--- config.mk ---
export PLATFORM = sky130hd
export DESIGN_NAME = fib_and_mem_flat
export DESIGN_NICKNAME = d
export VERILOG_FILES = /design/src/rtl/fib_and_mem_if.sv /design/src/rtl/fib_and_mem.sv /design/src/flat_wrapper.sv
export SDC_FILE = /design/constraint.sdc
export NUM_CORES = 2
export LEC_CHECK = 0
export CORE_MARGIN = 10
export CORE_UTILIZATION = 42
export CTS_CLUSTER_DIAMETER = 100
export DETAILED_ROUTE_END_ITERATION = 10
export GPL_TIMING_DRIVEN = 0
export PLACE_DENSITY = 0.66
export SLEW_MARGIN = 10
export SYNTH_ARGS = -nofsm -noshare
export SYNTH_HDL_FRONTEND = slang
export SYNTH_SLANG_ARGS = --single-unit
--- constraint.sdc ---
create_clock -name clk -period 9.85 [get_ports clk]
set_input_delay 0.985 -clock clk [delete_from_list [all_inputs] [get_ports clk]]
set_output_delay 0.985 -clock clk [all_outputs]
set_load 0.01 [all_outputs]
--- src/rtl/fib_and_mem_if.sv ---
// rtl/fib_and_mem_if.sv - Term-index / result bundle for the Fibonacci generator and store
interface fib_and_mem_if #(
    parameter int DATA_W = 32,
    parameter int ADDR_W = 6
);
    logic [ADDR_W-1:0] n;
    logic [DATA_W-1:0] value;
    logic              ready;
    logic [ADDR_W-1:0] counter;
    logic [ADDR_W-1:0] address;
    logic [DATA_W-1:0] dataout;

    // Driver of the term index and observer of the results.
    modport master (
        output n,
        input  value, ready, counter, address, dataout
    );

    // Generator/store side.
    modport slave (
        input  n,
        output value, ready, counter, address, dataout
    );
endinterface

--- src/rtl/fib_and_mem.sv ---
// rtl/fib_and_mem.sv - Sequential Fibonacci generator with result memory (FIB_SAT_EN: saturating add)
module fib_and_mem #(
    parameter int DATA_W = 32,
    parameter int ADDR_W = 6,
    parameter int DEPTH  = 64
) (
    input  logic          clk,
    input  logic          rst,
    fib_and_mem_if.slave  bus
);

    typedef enum logic [1:0] {
        IDLE = 2'd0,
        RUN  = 2'd1,
        DONE = 2'd2
    } state_t;

    state_t            state;
    state_t            state_next;
    logic              load;
    logic              step;
    logic              last;

    logic [ADDR_W-1:0] n_reg;
    logic [ADDR_W-1:0] counter;
    logic [ADDR_W-1:0] address;
    logic [DATA_W-1:0] value;
    logic              ready;
    logic [DATA_W-1:0] a;
    logic [DATA_W-1:0] b;
    logic [DATA_W-1:0] b_next;

    logic [DATA_W-1:0] mem [DEPTH];

`ifdef FIB_SAT_EN
    logic [DATA_W:0]   sum_wide;

    // Clamp to all-ones on carry out; a saturated operand keeps every later term saturated.
    always_comb begin
        sum_wide = {1'b0, a} + {1'b0, b};
        b_next   = sum_wide[DATA_W] ? {DATA_W{1'b1}} : sum_wide[DATA_W-1:0];
    end
`else
    // Plain modulo-2^DATA_W addition.
    always_comb begin
        b_next = a + b;
    end
`endif

    // State register; reset drops straight back to IDLE without a clock.
    always_ff @(posedge clk or negedge rst) begin
        if (!rst) begin
            state <= IDLE;
        end else begin
            state <= state_next;
        end
    end

    // Next state: one load edge, then one term per edge until index n_reg is written.
    always_comb begin
        state_next = state;
        load       = 1'b0;
        step       = 1'b0;
        last       = (counter == n_reg);
        case (state)
            IDLE: begin
                load       = 1'b1;
                state_next = RUN;
            end
            RUN: begin
                step = 1'b1;
                if (last) begin
                    state_next = DONE;
                end
            end
            DONE: begin
                state_next = DONE;
            end
            default: begin
                state_next = IDLE;
            end
        endcase
    end

    // Datapath: latch n on the load edge, then advance the (a, b) pair each RUN edge.
    always_ff @(posedge clk or negedge rst) begin
        if (!rst) begin
            n_reg   <= '0;
            counter <= '0;
            address <= '0;
            value   <= '0;
            ready   <= 1'b0;
            a       <= '0;
            b       <= DATA_W'(1);
        end else begin
            if (load) begin
                n_reg <= bus.n;
            end
            if (step) begin
                value   <= a;
                address <= counter;
                a       <= b;
                b       <= b_next;
                if (last) begin
                    ready <= 1'b1;
                end else begin
                    counter <= counter + ADDR_W'(1);
                end
            end
        end
    end

    // Result store; contents deliberately survive reset.
    always_ff @(posedge clk) begin
        if (step) begin
            mem[counter] <= a;
        end
    end

    // Read-back of the most recently written word, blanked before the first term exists.
    always_comb begin
        bus.dataout = (state == IDLE) ? '0 : mem[address];
    end

    assign bus.value   = value;
    assign bus.ready   = ready;
    assign bus.counter = counter;
    assign bus.address = address;

endmodule

--- src/flat_wrapper.sv ---
// flat-port wrapper written by rule: the top's interface ports become plain ports
module fib_and_mem_flat 
#(
    parameter int DATA_W = 32,
    parameter int ADDR_W = 6,
    parameter int DEPTH  = 64
)
  (clk, rst, bus_n, bus_value, bus_ready, bus_counter, bus_address, bus_dataout);
  fib_and_mem_if #(.DATA_W(DATA_W), .ADDR_W(ADDR_W)) bus_i ();
  input  logic clk;
  input  logic rst;
  input wire logic [$bits(bus_i.n)-1:0] bus_n;
  output wire logic [$bits(bus_i.value)-1:0] bus_value;
  output wire logic [$bits(bus_i.ready)-1:0] bus_ready;
  output wire logic [$bits(bus_i.counter)-1:0] bus_counter;
  output wire logic [$bits(bus_i.address)-1:0] bus_address;
  output wire logic [$bits(bus_i.dataout)-1:0] bus_dataout;
  assign bus_i.n = bus_n;
  assign bus_value = bus_i.value;
  assign bus_ready = bus_i.ready;
  assign bus_counter = bus_i.counter;
  assign bus_address = bus_i.address;
  assign bus_dataout = bus_i.dataout;
  fib_and_mem #(.DATA_W(DATA_W), .ADDR_W(ADDR_W), .DEPTH(DEPTH)) u_core (.clk(clk), .rst(rst), .bus(bus_i));
endmodule
Word-level counts from Yosys, hierarchy flattened
Memory sizes are Yosys's and may differ from the RTL's.
Cells that the tools add are included.
Widths: inputs -> output; s select.

storage, ports and cells
  memory bits (read-only) = 0
  logic and storage cells = 26
  memories kept = 1
  latch bits = 0
  register bits after elaboration = 117
  bits in writable memories = 2048

memory list
  memory      words  bits a word  rd ports  clocked after Yosys merged registers in  write ports  RTL line           text
  u_core.mem  64     32           1         0                                        1            fib_and_mem.sv:33  logic [DATA_W-1:0] mem [DEPTH];

operators by class
  bitwise logic cells = 1
  magnitude comparators = 0
  eq/ne operators = 4
  multipliers = 0
  reduce and logical (&&, ||, !) cells = 3
  divide/modulo/power cells = 0
  shift operators = 0
  add/subtract/negate cells = 2
  muxes and demuxes = 7

operators by type and width
  cell                 number
  $add 32x32->32       1
  $mux 32              1
  $add 6x1->6 const B  1
  $eq 6x6->1           1
  $pmux 2 s3           1
  $mux 1               4
  $reduce_and 2->1     2
  $eq 2x1->1 const B   1
  $eq 2x2->1 const B   1
  $logic_not 2->1      1
  $mux 2               1
  $ne 2x1->1 const B   1
  $not 1->1            1

Logic depth before layout (Yosys ltp)
  depth after elaboration = 4
  mapped depth = 10
  mapped depth without buffers = 10

Worst setup path before layout
OpenSTA, ideal clock, no wires.

  path kind = register -> register
  start = register u_core.state[1]
  end = memory u_core.mem[41][0] (enable)
  stages on the path, launching flop included = 8
  data arrival time = 3.547 ns
  path slack = 5.842 ns
  library setup time = 0.461 ns
  path buffers = 1
  cell sequence = dfrtp_1 inv_1 ha_1 clkbuf_1 nand2_1 nor3b_1 nand2_1 nor3_1

on the way
  word-level cells in the longest chain between the ends = 4

ends and longest elaborated chain
  item                          RTL line            text
  start, declared               fib_and_mem.sv:18   state_t state;
  start signal, assigned        fib_and_mem.sv:55   state <= state_next;
  $eq 2x1->1                    fib_and_mem.sv:65   case (state)
  $mux 1                        fib_and_mem.sv:65
  $mux 1                        fib_and_mem.sv:115  if (step) begin
  $mux 1 (implied by the code)  fib_and_mem.sv:116  mem[counter] <= a;
  end, declared                 fib_and_mem.sv:33

Every way passes these cells.

Final worst setup path
  start = register u_core.address[3] (netlist: u_core.bus.address[3])
  end = output port bus_dataout[16]

on the way
  word-level cells in the longest chain between the ends = 2

ends and longest elaborated chain
  item                    RTL line            text
  start, declared         fib_and_mem.sv:26   logic [ADDR_W-1:0] address;
  start signal, assigned  fib_and_mem.sv:101  address <= counter;
  $mem_v2 64x32           -
  $mux 32                 fib_and_mem.sv:122  bus.dataout = (state == IDLE) ? '0 : mem[address];
  end, declared           flat_wrapper.sv:17  output wire logic [$bits(bus_i.dataout)-1:0] bus_dataout;

Every way passes these cells.

==> metrics.txt <==
# TYPE chip_impl_metric gauge
chip_impl_info{name="endpoint_kind",value="primary output"} 1
chip_impl_metric{name="detailed_place_hpwl",unit="mm"} 155.5
chip_impl_metric{name="final_min_period_over_clock_period",unit="%"} 79.27
chip_impl_metric{name="total_of_max_cap_violations",unit=""} 0
chip_impl_metric{name="drtIter0Drc",unit=""} 5844
chip_impl_metric{name="post_synth_num_cell_types",unit=""} 48
chip_impl_metric{name="coreArea",unit="mm^2"} 0.1999
chip_impl_metric{name="maxSlewHeadroom",unit="%"} 9.922
chip_impl_metric{name="drc_errors",unit=""} 2
chip_impl_metric{name="cts_hold_buffers",unit=""} 0
chip_impl_metric{name="period_needed",unit="ns"} 7.808
chip_impl_metric{name="cts-buffers-inserted",unit=""} 203
chip_impl_metric{name="dr_total_vias",unit=""} 42178
chip_impl_metric{name="finClkSkew",unit="ns"} 0.03541
chip_impl_metric{name="grt_use_met1",unit="%"} 28.86
chip_impl_metric{name="max-vdd-ir-drop",unit="mV"} 0.2084
chip_impl_metric{name="clkSinkCount",unit=""} 2165
chip_impl_metric{name="dr_pass1_iterations",unit=""} 10
chip_impl_metric{name="port_buffers",unit=""} 84
chip_impl_metric{name="power.density_cell_area",unit="mW/mm^2"} 257.5
chip_impl_metric{name="met2_usage_grt",unit="%"} 32.69
chip_impl_metric{name="grt_first_pass_wirelength",unit="mm"} 325.9
chip_impl_metric{name="wire_per_inst",unit="um"} 33.36
chip_impl_metric{name="finalMaxSlewViolations",unit=""} 0
chip_impl_metric{name="critPathArrivalTime",unit="ns"} 6.82
chip_impl_metric{name="netlist_instances",unit=""} 3684
chip_impl_metric{name="ctsHtreeMaxLevel",unit=""} 4
chip_impl_metric{name="worst-slew-pin-transition",unit="ns"} 1.351
chip_impl_info{name="rsz0062_at_grt",value="false"} 1
chip_impl_metric{name="fp.dieArea",unit="mm^2"} 0.2192
chip_impl_info{name="setup.worst_path.start_class",value="flip-flop"} 1
chip_impl_metric{name="drt.antenna.violating_nets",unit=""} 0
chip_impl_metric{name="row_count",unit=""} 164
chip_impl_metric{name="setup_violations",unit=""} 0
chip_impl_metric{name="wl",unit="mm"} 230.9
chip_impl_metric{name="fin_tns_setup",unit="ns"} 0
chip_impl_info{name="cts_tree",value="done"} 1
chip_impl_metric{name="path_max_fanout",unit=""} 10
chip_impl_metric{name="grt_pass1_vias",unit=""} 42249
chip_impl_metric{name="number_of_gates_resized_after_cts",unit=""} 0
chip_impl_metric{name="drt-vias-per-instance",unit=""} 6.095
chip_impl_metric{name="clock_insertion_delay_worst_skew",unit="ns"} 0.86
chip_impl_info{name="critical_path.cell_chain",value="clkbuf_1 -> buf_1 -> clkbuf_1 -> clkbuf_1 -> mux4_2 -> nand2_1 -> a311oi_1 -> clkdlybuf4s50_1"} 1
chip_impl_info{name="outcome",value="finished, violations left"} 1
chip_impl_metric{name="area_occupied_by_multi_input_gates",unit="mm^2"} 0.01941
chip_impl_info{name="critPathSlowestCell",value="sky130_fd_sc_hd__a311oi_1"} 1
chip_impl_info{name="violations",value="DRC"} 1
chip_impl_metric{name="register_area",unit="mm^2"} 0.06449
chip_impl_metric{name="worst-endpoint-required",unit="ns"} 8.87
chip_impl_metric{name="post_route_cells_drive_above_1_share",unit="%"} 30.95
chip_impl_metric{name="part_of_the_yosys_area_used_for_sequential_elements",unit="%"} 76.36
chip_impl_info{name="cts.root.buffer_cell",value="sky130_fd_sc_hd__clkbuf_16"} 1
chip_impl_info{name="hold_class",value="in2async"} 1
chip_impl_metric{name="grt.overflow.total",unit=""} 0
chip_impl_metric{name="setup_ws",unit="ns"} 2.042
chip_impl_info{name="registers.top_by_ff_count",value="u_core.mem"} 1
chip_impl_info{name="criticalPathCategory",value="reg2out"} 1
chip_impl_metric{name="path_clk_slew",unit="ns"} 0.07
chip_impl_info{name="crit_top_cell",value="sky130_fd_sc_hd__clkbuf_1"} 1
chip_impl_metric{name="synth.cell_area",unit="mm^2"} 0.08437
chip_impl_metric{name="cts_setup_buffers",unit=""} 0
chip_impl_metric{name="ioPinCount",unit=""} 85
chip_impl_metric{name="synth_fp_nets",unit=""} 3727
chip_impl_metric{name="timing_hold_violations_final",unit=""} 0
chip_impl_metric{name="globalRouteTotalUtil",unit="%"} 21.01
chip_impl_metric{name="yosysTopAreaCellShare",unit="%"} 72.89
chip_impl_metric{name="grt_use_met3",unit="%"} 4.762
chip_impl_metric{name="die_height",unit="um"} 468.2
chip_impl_info{name="synth.largest_area_cell",value="sky130_fd_sc_hd__edfxtp_1"} 1
chip_impl_metric{name="chipWidth",unit="um"} 468.2
chip_impl_metric{name="count_of_flip_flops_with_a_built_in_enable_after_synthesis",unit=""} 2048
chip_impl_metric{name="cpPeakStageDelay",unit="ns"} 1.10
chip_impl_metric{name="ys_seq_elements",unit=""} 2165
chip_impl_metric{name="final.fill_count",unit=""} 15746
chip_impl_metric{name="synth-async-reset-ratio",unit="%"} 5.404
chip_impl_info{name="synth_area_leaders",value="sky130_fd_sc_hd__edfxtp_1 (73%), sky130_fd_sc_hd__mux4_2 (17%), sky130_fd_sc_hd__dfrtp_1 (3.4%)"} 1
chip_impl_metric{name="nNetsFinal",unit=""} 4146
chip_impl_metric{name="max_ffs_per_register",unit=""} 2048
chip_impl_metric{name="placement.setup.worst_slack",unit="ns"} 3.101
chip_impl_metric{name="grt_max_degree",unit=""} 74
chip_impl_info{name="grt_most_used_layer",value="met2"} 1
chip_impl_metric{name="effective_utilization_at_floorplan",unit="%"} 42.22
chip_impl_metric{name="finalWeightedCongestion",unit=""} 0.8576
chip_impl_metric{name="antenna_found_initial",unit=""} 11
chip_impl_info{name="synth_ff_type",value="sky130_fd_sc_hd__edfxtp_1"} 1
chip_impl_metric{name="ctsLongestPathBuffers",unit=""} 3
chip_impl_metric{name="timing.fmax",unit="MHz"} 128.1
chip_impl_metric{name="area.growth.synth_to_final",unit="%"} 16.52
chip_impl_metric{name="static-leakage-power",unit="nW"} 29.67
chip_impl_metric{name="yosys_warnings",unit=""} 0
chip_impl_metric{name="syn_area_per_cell",unit="um^2"} 22.90
==> worst paths after layout <==
kind | startpoint | cells past startpoint | to | slack [ns]
min | rst | 1 | u_core.b[11]$_DFFE_PN0P_ | 0.03
max reg2reg | u_core.state[1]$_DFFE_PN0N_ | 8 | u_core.mem[9][19]$_DFFE_PP_ | 4.27
max in group asynchronous | rst | 2 | u_core.bus.ready$_DFFE_PN0P_ | 8.99
min in group clk | u_core.bus.ready$_DFFE_PN0P_ | 1 | u_core.bus.ready$_DFFE_PN0P_ | 0.47
min reg2reg | u_core.bus.ready$_DFFE_PN0P_ | 1 | u_core.bus.ready$_DFFE_PN0P_ | 0.47
max | u_core.bus.address[3]$_DFFE_PN0P_ | 8 | bus_dataout[16] | 2.04
==> cell families after synthesis <==
logic type | after synthesis | synth area share [%]
flip-flops | 2165 | 76.36
multiplexers | 763 | 18.40
AND/OR/NAND/NOR | 252 | 1.422
buffers and inverters | 220 | 1.204
AO/OA/AOI/OAI | 211 | 1.696
XOR/XNOR | 38 | 0.3945
adder cells (fa/ha/maj) | 35 | 0.5279
==> placed cells by master (no fill, tap or decap), types with 42 or more instances in the layout <==
cell	Yosys	layout
sky130_fd_sc_hd__clkdlybuf4s50_1	0	83
sky130_fd_sc_hd__clkbuf_16	0	204
sky130_fd_sc_hd__nor2_4	0	62
sky130_fd_sc_hd__edfxtp_1	2048	2048
sky130_fd_sc_hd__buf_12	0	67
sky130_fd_sc_hd__dfrtp_1	116	84
sky130_fd_sc_hd__clkbuf_1	100	142
sky130_fd_sc_hd__mux2i_1	42	42
sky130_fd_sc_hd__nor2b_1	55	55
sky130_fd_sc_hd__mux2_2	101	101
sky130_fd_sc_hd__a21oi_1	53	53
sky130_fd_sc_hd__nand2_1	56	56
sky130_fd_sc_hd__buf_16	0	52
sky130_fd_sc_hd__a211oi_1	88	88
sky130_fd_sc_hd__buf_2	50	51
sky130_fd_sc_hd__mux4_2	620	620
==> worst max-delay path: cells and delay by family (launching register included) <==
family | cells | cell delay [ns]
buffers and inverters | 5 | 3.61
AND/OR/NAND/NOR | 1 | 0.06
flip-flops | 1 | 0.72
AO/OA/AOI/OAI | 1 | 1.10
multiplexers | 1 | 0.42
==> through the flow <==
step	cells	hold WS [ns]	utilization (%)	cell area, um^2	total power (W)
after detailed placement	6554	0.4580	46.01	91950	0.01792
after CTS	6918	0.006986	49.19	98300	0.02542
after floorplan	3684	0.4362	-	84370	0.01478
after global placement	6424	0.4536	44.30	88540	0.01770
final	6920	0.03379	49.19	98310	0.02532
after global routing	6919	0.03864	49.19	98310	0.02607
==> cell usage after synthesis (all sizes together), types with 9 or more instances <==
cell type / instances
a211oi: 88
a21o: 18
a21oi: 53
buf: 106
clkbuf: 100
dfrtp: 116
edfxtp: 2048
ha: 34
inv: 14
mux2: 101
mux2i: 42
mux4: 620
nand2: 56
nand3: 15
nand4: 9
nor2: 88
nor2b: 55
o21ai: 14
xnor2: 25
xor2: 13
==> final cells by class <==
cell class | count | share of cell area [%]
well taps | 2656 | 3.380
plain buffers | 206 | 0.9851
flip-flops and latches | 2165 | 65.59
repair buffers | 214 | 3.780
clock buffers | 258 | 5.501
inverters | 14 | 0.05345
multi-input cells | 1299 | 19.74
diodes | 2 | 0.005091
clock inverters | 106 | 0.9622
==> where the power goes <==
| group | switching (W) | leakage (nW) | internal [W] |
|---|---|---|---|
| Combinational | 0.00434 | 7.45 | 0.00271 |
| Sequential | 0.000210 | 19.1 | 0.0105 |
| Clock | 0.00337 | 3.12 | 0.00422 |
==> layer usage <==
| layer | part of all wire, % | wire length [um] | vias to the layer above |
|---|---|---|---|
| met2 | 47 | 108400 | 2567 |
| met4 | 4.4 | 10180 | 2 |
| li1 | - | - | 16500 |
| met3 | 10 | 23890 | 461 |
| met5 | 0.0048 | 11 | - |
| met1 | 38 | 88380 | 22648 |
No activity file was read; power rests on OpenSTA's default activity.
